$ cat config.mk
export PLATFORM = sky130hd
export DESIGN_NAME = multicycle_ctrl_flat
export DESIGN_NICKNAME = d
export VERILOG_FILES = /design/src/rtl/multicycle_ctrl_if.sv /design/src/rtl/multicycle_ctrl.sv /design/src/flat_wrapper.sv
export SDC_FILE = /design/constraint.sdc
export NUM_CORES = 1
export LEC_CHECK = 0
export ABC_AREA = 1
export BUFFER_PORTS_ARGS = -buffer_cell sky130_fd_sc_hd__buf_2
export CAP_MARGIN = 20
export CORE_ASPECT_RATIO = 1.4
export CORE_MARGIN = 1
export CORE_UTILIZATION = 35
export DETAILED_ROUTE_END_ITERATION = 6
export GPL_ROUTABILITY_DRIVEN = 0
export PLACE_DENSITY = 0.69
export SYNTH_ARGS = -nofsm -noshare
export SYNTH_HDL_FRONTEND = slang
export SYNTH_SLANG_ARGS = --single-unit
$ cat constraint.sdc
create_clock -name clk -period 1.4 [get_ports clk]
set_clock_uncertainty 0.15 [all_clocks]
set_input_delay 0.21 -clock clk [delete_from_list [all_inputs] [get_ports clk]]
set_output_delay 0.21 -clock clk [all_outputs]
set_load 0.01 [all_outputs]
$ cat src/rtl/multicycle_ctrl_if.sv
// Control bundle between the multicycle sequencing controller and its datapath.
// The master side is the controller; the slave side is the datapath that
// supplies instruction fields and ALU flags and consumes selects and enables.
// Optional macro CTRL_MEM_WAIT_EN adds the mem_ready handshake input.
interface multicycle_ctrl_if #(
    parameter int ALUCTRL_W = 2,
    parameter int STATE_W   = 4
);
    logic [3:0]           instr_cond;
    logic [1:0]           instr_op;
    logic [5:0]           instr_funct;
    logic [3:0]           instr_rd;
    logic [3:0]           alu_flags;
`ifdef CTRL_MEM_WAIT_EN
    logic                 mem_ready;
`endif
    logic                 pc_write;
    logic                 mem_write;
    logic                 reg_write;
    logic                 ir_write;
    logic                 adr_src;
    logic                 alu_src_a;
    logic [1:0]           alu_src_b;
    logic [1:0]           result_src;
    logic [1:0]           imm_src;
    logic [1:0]           reg_src;
    logic [ALUCTRL_W-1:0] alu_control;
    logic [STATE_W-1:0]   state_o;

    modport master (
        input  instr_cond, instr_op, instr_funct, instr_rd, alu_flags,
`ifdef CTRL_MEM_WAIT_EN
        input  mem_ready,
`endif
        output pc_write, mem_write, reg_write, ir_write, adr_src, alu_src_a,
               alu_src_b, result_src, imm_src, reg_src, alu_control, state_o
    );

    modport slave (
        output instr_cond, instr_op, instr_funct, instr_rd, alu_flags,
`ifdef CTRL_MEM_WAIT_EN
        output mem_ready,
`endif
        input  pc_write, mem_write, reg_write, ir_write, adr_src, alu_src_a,
               alu_src_b, result_src, imm_src, reg_src, alu_control, state_o
    );
endinterface

$ cat src/rtl/multicycle_ctrl.sv
// Main sequencing controller of the multicycle ARM-subset core.
// Steps the shared datapath through fetch/decode/execute/writeback, holds the
// NZCV flags, evaluates the condition field and decodes the ALU operation.
// Outputs are a Moore decode of the current state, gated by the registered
// condition result. Optional macro CTRL_MEM_WAIT_EN stalls FETCH, MEMREAD and
// MEMWRITE until mem_ready is high.
module multicycle_ctrl #(
    parameter int ALUCTRL_W = 2,
    parameter int STATE_W   = 4
) (
    input  logic                 clk,
    input  logic                 reset,
    multicycle_ctrl_if.master    bus
);
    typedef enum logic [STATE_W-1:0] {
        S_FETCH, S_DECODE, S_MEMADR, S_MEMREAD, S_MEMWB,
        S_MEMWRITE, S_EXECR, S_EXECI, S_ALUWB, S_BRANCH
    } state_t;

    localparam logic [ALUCTRL_W-1:0] ALU_ADD = ALUCTRL_W'(0);
    localparam logic [ALUCTRL_W-1:0] ALU_SUB = ALUCTRL_W'(1);
    localparam logic [ALUCTRL_W-1:0] ALU_AND = ALUCTRL_W'(2);
    localparam logic [ALUCTRL_W-1:0] ALU_ORR = ALUCTRL_W'(3);

    state_t               state_q, state_d;
    logic [3:0]           flags_q, flags_d;     // {N,Z,C,V}
    logic                 cond_ok_q, cond_ok_d;
    logic                 mem_ready;
    logic [3:0]           cmd;
    logic                 is_cmp, cmd_known, cmd_arith;
    logic [ALUCTRL_W-1:0] alu_dec;

`ifdef CTRL_MEM_WAIT_EN
    assign mem_ready = bus.mem_ready;
`else
    assign mem_ready = 1'b1;
`endif

    assign cmd    = bus.instr_funct[4:1];
    assign is_cmp = (cmd == 4'b1010);

    // ARM condition evaluation against the stored flags; 1111 never executes.
    function automatic logic cond_check(input logic [3:0] cond, input logic [3:0] f);
        logic n, z, c, v;
        {n, z, c, v} = f;
        case (cond)
            4'b0000: cond_check = z;
            4'b0001: cond_check = !z;
            4'b0010: cond_check = c;
            4'b0011: cond_check = !c;
            4'b0100: cond_check = n;
            4'b0101: cond_check = !n;
            4'b0110: cond_check = v;
            4'b0111: cond_check = !v;
            4'b1000: cond_check = c && !z;
            4'b1001: cond_check = !c || z;
            4'b1010: cond_check = (n == v);
            4'b1011: cond_check = (n != v);
            4'b1100: cond_check = !z && (n == v);
            4'b1101: cond_check = z || (n != v);
            4'b1110: cond_check = 1'b1;
            default: cond_check = 1'b0;
        endcase
    endfunction

    // ALU operation decode; unrecognised commands add and never touch flags.
    always_comb begin
        // NOTE: every combinational output gets a default first so no path leaves it unassigned (no latch).
        alu_dec   = ALU_ADD;
        cmd_known = 1'b1;
        cmd_arith = 1'b1;
        case (cmd)
            4'b0100: alu_dec = ALU_ADD;
            4'b0010: alu_dec = ALU_SUB;
            4'b0000: begin alu_dec = ALU_AND; cmd_arith = 1'b0; end
            4'b1100: begin alu_dec = ALU_ORR; cmd_arith = 1'b0; end
            4'b1010: alu_dec = ALU_SUB;
            default: cmd_known = 1'b0;
        endcase
    end

    // Next state, condition latch at DECODE, and flag update at the end of execute.
    always_comb begin
        state_d   = state_q;
        flags_d   = flags_q;
        cond_ok_d = cond_ok_q;
        case (state_q)
            S_FETCH:    if (mem_ready) state_d = S_DECODE;
            S_DECODE: begin
                cond_ok_d = cond_check(bus.instr_cond, flags_q);
                case (bus.instr_op)
                    2'b01:   state_d = S_MEMADR;
                    2'b00:   state_d = bus.instr_funct[5] ? S_EXECI : S_EXECR;
                    2'b10:   state_d = S_BRANCH;
                    default: state_d = S_FETCH;
                endcase
            end
            S_MEMADR:   state_d = bus.instr_funct[0] ? S_MEMREAD : S_MEMWRITE;
            S_MEMREAD:  if (mem_ready) state_d = S_MEMWB;
            S_MEMWRITE: if (mem_ready) state_d = S_FETCH;
            S_EXECR, S_EXECI: begin
                state_d = S_ALUWB;
                if (cond_ok_q && cmd_known && (bus.instr_funct[0] || is_cmp)) begin
                    flags_d[3:2] = bus.alu_flags[3:2];
                    if (cmd_arith) flags_d[1:0] = bus.alu_flags[1:0];
                end
            end
            default:    state_d = S_FETCH;
        endcase
    end

    // State, flags and condition result; reset aborts any instruction in flight.
    always_ff @(posedge clk or negedge reset) begin
        if (!reset) begin
            state_q   <= S_FETCH;
            flags_q   <= 4'b0000;
            cond_ok_q <= 1'b0;
        end else begin
            // NOTE: non-blocking assignments so every flop samples pre-edge values.
            state_q   <= state_d;
            flags_q   <= flags_d;
            cond_ok_q <= cond_ok_d;
        end
    end

    // Per-state datapath selects and enables; writes are gated by cond_ok.
    always_comb begin
        bus.pc_write    = 1'b0;
        bus.mem_write   = 1'b0;
        bus.reg_write   = 1'b0;
        bus.ir_write    = 1'b0;
        bus.adr_src     = 1'b0;
        bus.alu_src_a   = 1'b0;
        bus.alu_src_b   = 2'b00;
        bus.result_src  = 2'b00;
        bus.alu_control = ALU_ADD;
        bus.imm_src     = bus.instr_op;
        bus.reg_src     = {(bus.instr_op == 2'b01) && !bus.instr_funct[0],
                           (bus.instr_op == 2'b10)};
        bus.state_o     = state_q;
        case (state_q)
            S_FETCH: begin
                bus.ir_write   = mem_ready;
                bus.pc_write   = mem_ready;
                bus.alu_src_a  = 1'b1;
                bus.alu_src_b  = 2'b10;
                bus.result_src = 2'b10;
            end
            S_DECODE: begin
                bus.alu_src_a  = 1'b1;
                bus.alu_src_b  = 2'b10;
                bus.result_src = 2'b10;
            end
            S_MEMADR:   bus.alu_src_b = 2'b01;
            S_MEMREAD:  bus.adr_src = 1'b1;
            S_MEMWB: begin
                bus.result_src = 2'b01;
                bus.reg_write  = cond_ok_q;
                bus.pc_write   = cond_ok_q && (bus.instr_rd == 4'd15);
            end
            S_MEMWRITE: begin
                bus.adr_src   = 1'b1;
                bus.mem_write = cond_ok_q && mem_ready;
            end
            S_EXECR:    bus.alu_control = alu_dec;
            S_EXECI: begin
                bus.alu_src_b   = 2'b01;
                bus.alu_control = alu_dec;
            end
            S_ALUWB: begin
                // CMP only produces flags: neither the register file nor the PC is written.
                bus.reg_write = cond_ok_q && !is_cmp;
                bus.pc_write  = cond_ok_q && !is_cmp && (bus.instr_rd == 4'd15);
            end
            S_BRANCH: begin
                bus.alu_src_b  = 2'b01;
                bus.result_src = 2'b10;
                bus.pc_write   = cond_ok_q;
            end
            default: ;
        endcase
    end
endmodule

$ cat src/flat_wrapper.sv
// flat-port wrapper written by rule: the top's interface ports become plain ports
module multicycle_ctrl_flat 
#(
    parameter int ALUCTRL_W = 2,
    parameter int STATE_W   = 4
)
  (clk, reset, bus_instr_cond, bus_instr_op, bus_instr_funct, bus_instr_rd, bus_alu_flags, bus_pc_write, bus_mem_write, bus_reg_write, bus_ir_write, bus_adr_src, bus_alu_src_a, bus_alu_src_b, bus_result_src, bus_imm_src, bus_reg_src, bus_alu_control, bus_state_o);
  multicycle_ctrl_if #(.ALUCTRL_W(ALUCTRL_W), .STATE_W(STATE_W)) bus_i ();
  input  logic clk;
  input  logic reset;
  input wire logic [$bits(bus_i.instr_cond)-1:0] bus_instr_cond;
  input wire logic [$bits(bus_i.instr_op)-1:0] bus_instr_op;
  input wire logic [$bits(bus_i.instr_funct)-1:0] bus_instr_funct;
  input wire logic [$bits(bus_i.instr_rd)-1:0] bus_instr_rd;
  input wire logic [$bits(bus_i.alu_flags)-1:0] bus_alu_flags;
  output wire logic [$bits(bus_i.pc_write)-1:0] bus_pc_write;
  output wire logic [$bits(bus_i.mem_write)-1:0] bus_mem_write;
  output wire logic [$bits(bus_i.reg_write)-1:0] bus_reg_write;
  output wire logic [$bits(bus_i.ir_write)-1:0] bus_ir_write;
  output wire logic [$bits(bus_i.adr_src)-1:0] bus_adr_src;
  output wire logic [$bits(bus_i.alu_src_a)-1:0] bus_alu_src_a;
  output wire logic [$bits(bus_i.alu_src_b)-1:0] bus_alu_src_b;
  output wire logic [$bits(bus_i.result_src)-1:0] bus_result_src;
  output wire logic [$bits(bus_i.imm_src)-1:0] bus_imm_src;
  output wire logic [$bits(bus_i.reg_src)-1:0] bus_reg_src;
  output wire logic [$bits(bus_i.alu_control)-1:0] bus_alu_control;
  output wire logic [$bits(bus_i.state_o)-1:0] bus_state_o;
  assign bus_i.instr_cond = bus_instr_cond;
  assign bus_i.instr_op = bus_instr_op;
  assign bus_i.instr_funct = bus_instr_funct;
  assign bus_i.instr_rd = bus_instr_rd;
  assign bus_i.alu_flags = bus_alu_flags;
  assign bus_pc_write = bus_i.pc_write;
  assign bus_mem_write = bus_i.mem_write;
  assign bus_reg_write = bus_i.reg_write;
  assign bus_ir_write = bus_i.ir_write;
  assign bus_adr_src = bus_i.adr_src;
  assign bus_alu_src_a = bus_i.alu_src_a;
  assign bus_alu_src_b = bus_i.alu_src_b;
  assign bus_result_src = bus_i.result_src;
  assign bus_imm_src = bus_i.imm_src;
  assign bus_reg_src = bus_i.reg_src;
  assign bus_alu_control = bus_i.alu_control;
  assign bus_state_o = bus_i.state_o;
  multicycle_ctrl #(.ALUCTRL_W(ALUCTRL_W), .STATE_W(STATE_W)) u_core (.clk(clk), .reset(reset), .bus(bus_i));
endmodule
==> results by group <==
Setup path
  • Element type at the critical path end: primary output
  • Crit path required time: 1.04 ns
  • CP startpoint kind: register
  • CP arrival: 1.50 ns
  • Crit path kind: reg2out
  • CP max FO: 4

STA
  • Max frequency: 538 MHz
  • RSZ-0062 raised after global routing: yes
  • Fin crit period: 1.86 ns
  • Rel. slew slack: 0.774
  • Pins Over Slew Limit: 0
  • Setup ws final: -0.458 ns
  • Tcrit/Tclk final: 1.33
  • Final hold viol count: 0
  • Final number of setup-violating endpoints: 16
  • Worst slew pin tran: 0.335 ns

GRT
  • Vias in the first global route: 1080
  • First-pass GRT wire length: 4110 um
  • Largest net degree at the start of global routing: 10
  • GRT overflow: 0
  • All-Layer GR Usage: 0.216
  • Antenna violations before repair: 0

Logic synthesis
  • Synth Instances: 143
  • Synth Area per Inst: 5.77 um2
  • Syn nets: 165
  • Synth unique cells: 20
  • Register area share after synthesis: 0.273
  • Post-Syn Area: 825 um2
  • Syn. warnings: 0
  • Synth Register Bits: 9

Floorplan
  • Die span in y: 59.4 um
  • # rows: 20
  • Die area: 2560 um2
  • Initial Utilization: 0.374
  • Num ports: 42
  • Die X: 43.0 um
  • Core box area: 2200 um2

Routing
  • Drt first pass iters: 4
  • DRC: 0
  • DR vias/cell: 5.01
  • Drt total wl: 3020 um
  • Routed via count: 1182
  • Average wire per standard cell: 12.8 um
  • Initial DRC count: 21
  • Number of antenna-violating nets in the routed design: 0

Final layout
  • Share of layout cells above drive strength 1: 0.547
  • Final layout net count: 237
  • Area Growth Syn to Fin: 76.8%
  • Antenna diodes: 0
  • Core Util, Final: 0.662
  • Filler cells: 194

Clocking
  • Clock Latency Late Sink: 0.27 ns
  • Max clock buf depth: 2
  • Clock Pin Slew Worst Setup and Hold Paths: 0.07 ns
  • Clk root buf: clkbuf_4
  • Total CTS buffers: 3
  • CTS tree: yes
  • H-tree levels: 1
  • TritonCTS Sinks: 9

Run
  • Max cap viols: 0

Outcome
  • Status: finished with violations
  • Failing checks: negative setup slack

Placed design
  • Buffers on Ports: 41
  • Pre-CTS setup slack: -0.127 ns
  • Dpl hpwl: 1950 um

Power
  • Pleak: 0.000823 uW
  • Max VDD drop: 1530 uV
  • Pwr Total: 2550 uW
  • Pwr/cell area: 1750 nW/um2

Min path
  • Hold crit path type: in2reg
-- kinds of logic after synthesis --
kind of cell / count (synthesis) / share of synthesized area
compound gates: 15 / 0.103
buf+inv: 32 / 0.155
flops: 9 / 0.273
simple gates: 87 / 0.469
-- power by group --
group / total, uW / internal, uW / switching [uW]
logic: 1870 / 892 / 979
registers: 465 / 352 / 113
clock network: 212 / 110 / 102
-- cell usage in the layout (no fill, tap or decap), drive strengths merged --
master / Yosys / final
nand3b: 1 / 1
o21ai: 5 / 5
buf: 2 / 68
o22ai: 2 / 2
nor3: 2 / 2
o211ai: 2 / 2
clkbuf: 0 / 4
nand3: 15 / 15
o21bai: 1 / 1
inv: 30 / 30
dfrtp: 9 / 9
dlygate4sd3: 0 / 1
nand2: 42 / 42
nor2: 26 / 26
a21oi: 5 / 5
and3: 1 / 1
-- synthesized netlist by cell type --
cell type / count / area share
dfrtp_1: 9 / 0.27
a21oi_1: 5 / 0.030
nand3_2: 1 / 0.012
inv_2: 1 / 0.0045
nand2_2: 2 / 0.015
nor2_1: 21 / 0.096
buf_4: 2 / 0.018
o211ai_1: 2 / 0.018
nor3_1: 2 / 0.012
and3_1: 1 / 0.0076
o21ai_0: 1 / 0.0061
nor2_4: 2 / 0.027
nor2_2: 3 / 0.023
o22ai_1: 2 / 0.015
nand3b_1: 1 / 0.0091
o21bai_1: 1 / 0.0091
nand2_1: 40 / 0.18
inv_1: 29 / 0.13
nand3_1: 14 / 0.085
o21ai_1: 4 / 0.024
-- registers in the layout (all words and copies together), names as in the netlist --
name	count
u_core.bus.state_o	4
u_core.flags_q	4
u_core.cond_ok_q	1
-- layer usage --
metal  share of wire  GRT usage
met4           0.033     0.0909
met1            0.33      0.202
met5               0          0
met2            0.60      0.455
met3           0.035     0.0183
-- worst max-delay path: stages, from the launching register on --
cell	delay [ns]
dfrtp_2	0.47
nor2_4	0.16
inv_2	0.06
nor2_4	0.09
inv_2	0.07
o211ai_1	0.20
buf_2	0.17
-- worst paths after layout --
check,slack [ns],startpoint,depth (start not counted),to
setup reg to reg,-0.02,u_core.bus.state_o[2]$_DFF_PN0_,5,u_core.bus.state_o[2]$_DFF_PN0_
hold reg to reg,0.38,u_core.flags_q[1]$_DFFE_PN0P_,2,u_core.flags_q[1]$_DFFE_PN0P_
min in group asynchronous,0.17,reset,2,u_core.bus.state_o[1]$_DFF_PN0_
setup / recovery,-0.46,u_core.bus.state_o[3]$_DFF_PN0_,6,bus_alu_src_b[0]
max in group asynchronous,0.72,reset,2,u_core.bus.state_o[2]$_DFF_PN0_
hold / removal,0.02,bus_alu_flags[0],3,u_core.flags_q[0]$_DFFE_PN0P_
-- through the flow --
stage / hold WS (ns) / TNS [ns] / cell area, um2 / std cells
after floorplan: -0.236 / -0.0862 / 841 / 143
after global placement: -0.0788 / -0.304 / 1160 / 218
after detailed placement: -0.0706 / -0.419 / 1160 / 218
after CTS: 0.0292 / -3.36 / 1290 / 228
after global routing: 0.0243 / -5.15 / 1460 / 236
final: 0.0236 / -4.05 / 1460 / 236
-- layout make-up --
type                    instances  area (um2)  area share
multi-input cells             102         591       0.405
well taps                      22        27.5      0.0189
repair buffers                 69         463       0.318
inverters                      30         120      0.0824
clock buffers                   4        26.3      0.0180
flip-flops and latches          9         230       0.158
-- timing repair --
item,4_1_cts,5_1_grt
pin swaps,11,7
endpoints found under the setup margin,15,23
gates resized for setup,16,33
hold buffers,1,0
gates cloned,0,0
endpoints found under the hold margin,9,0
setup buffers,7,9
Power figures use the tool's default switching activity.
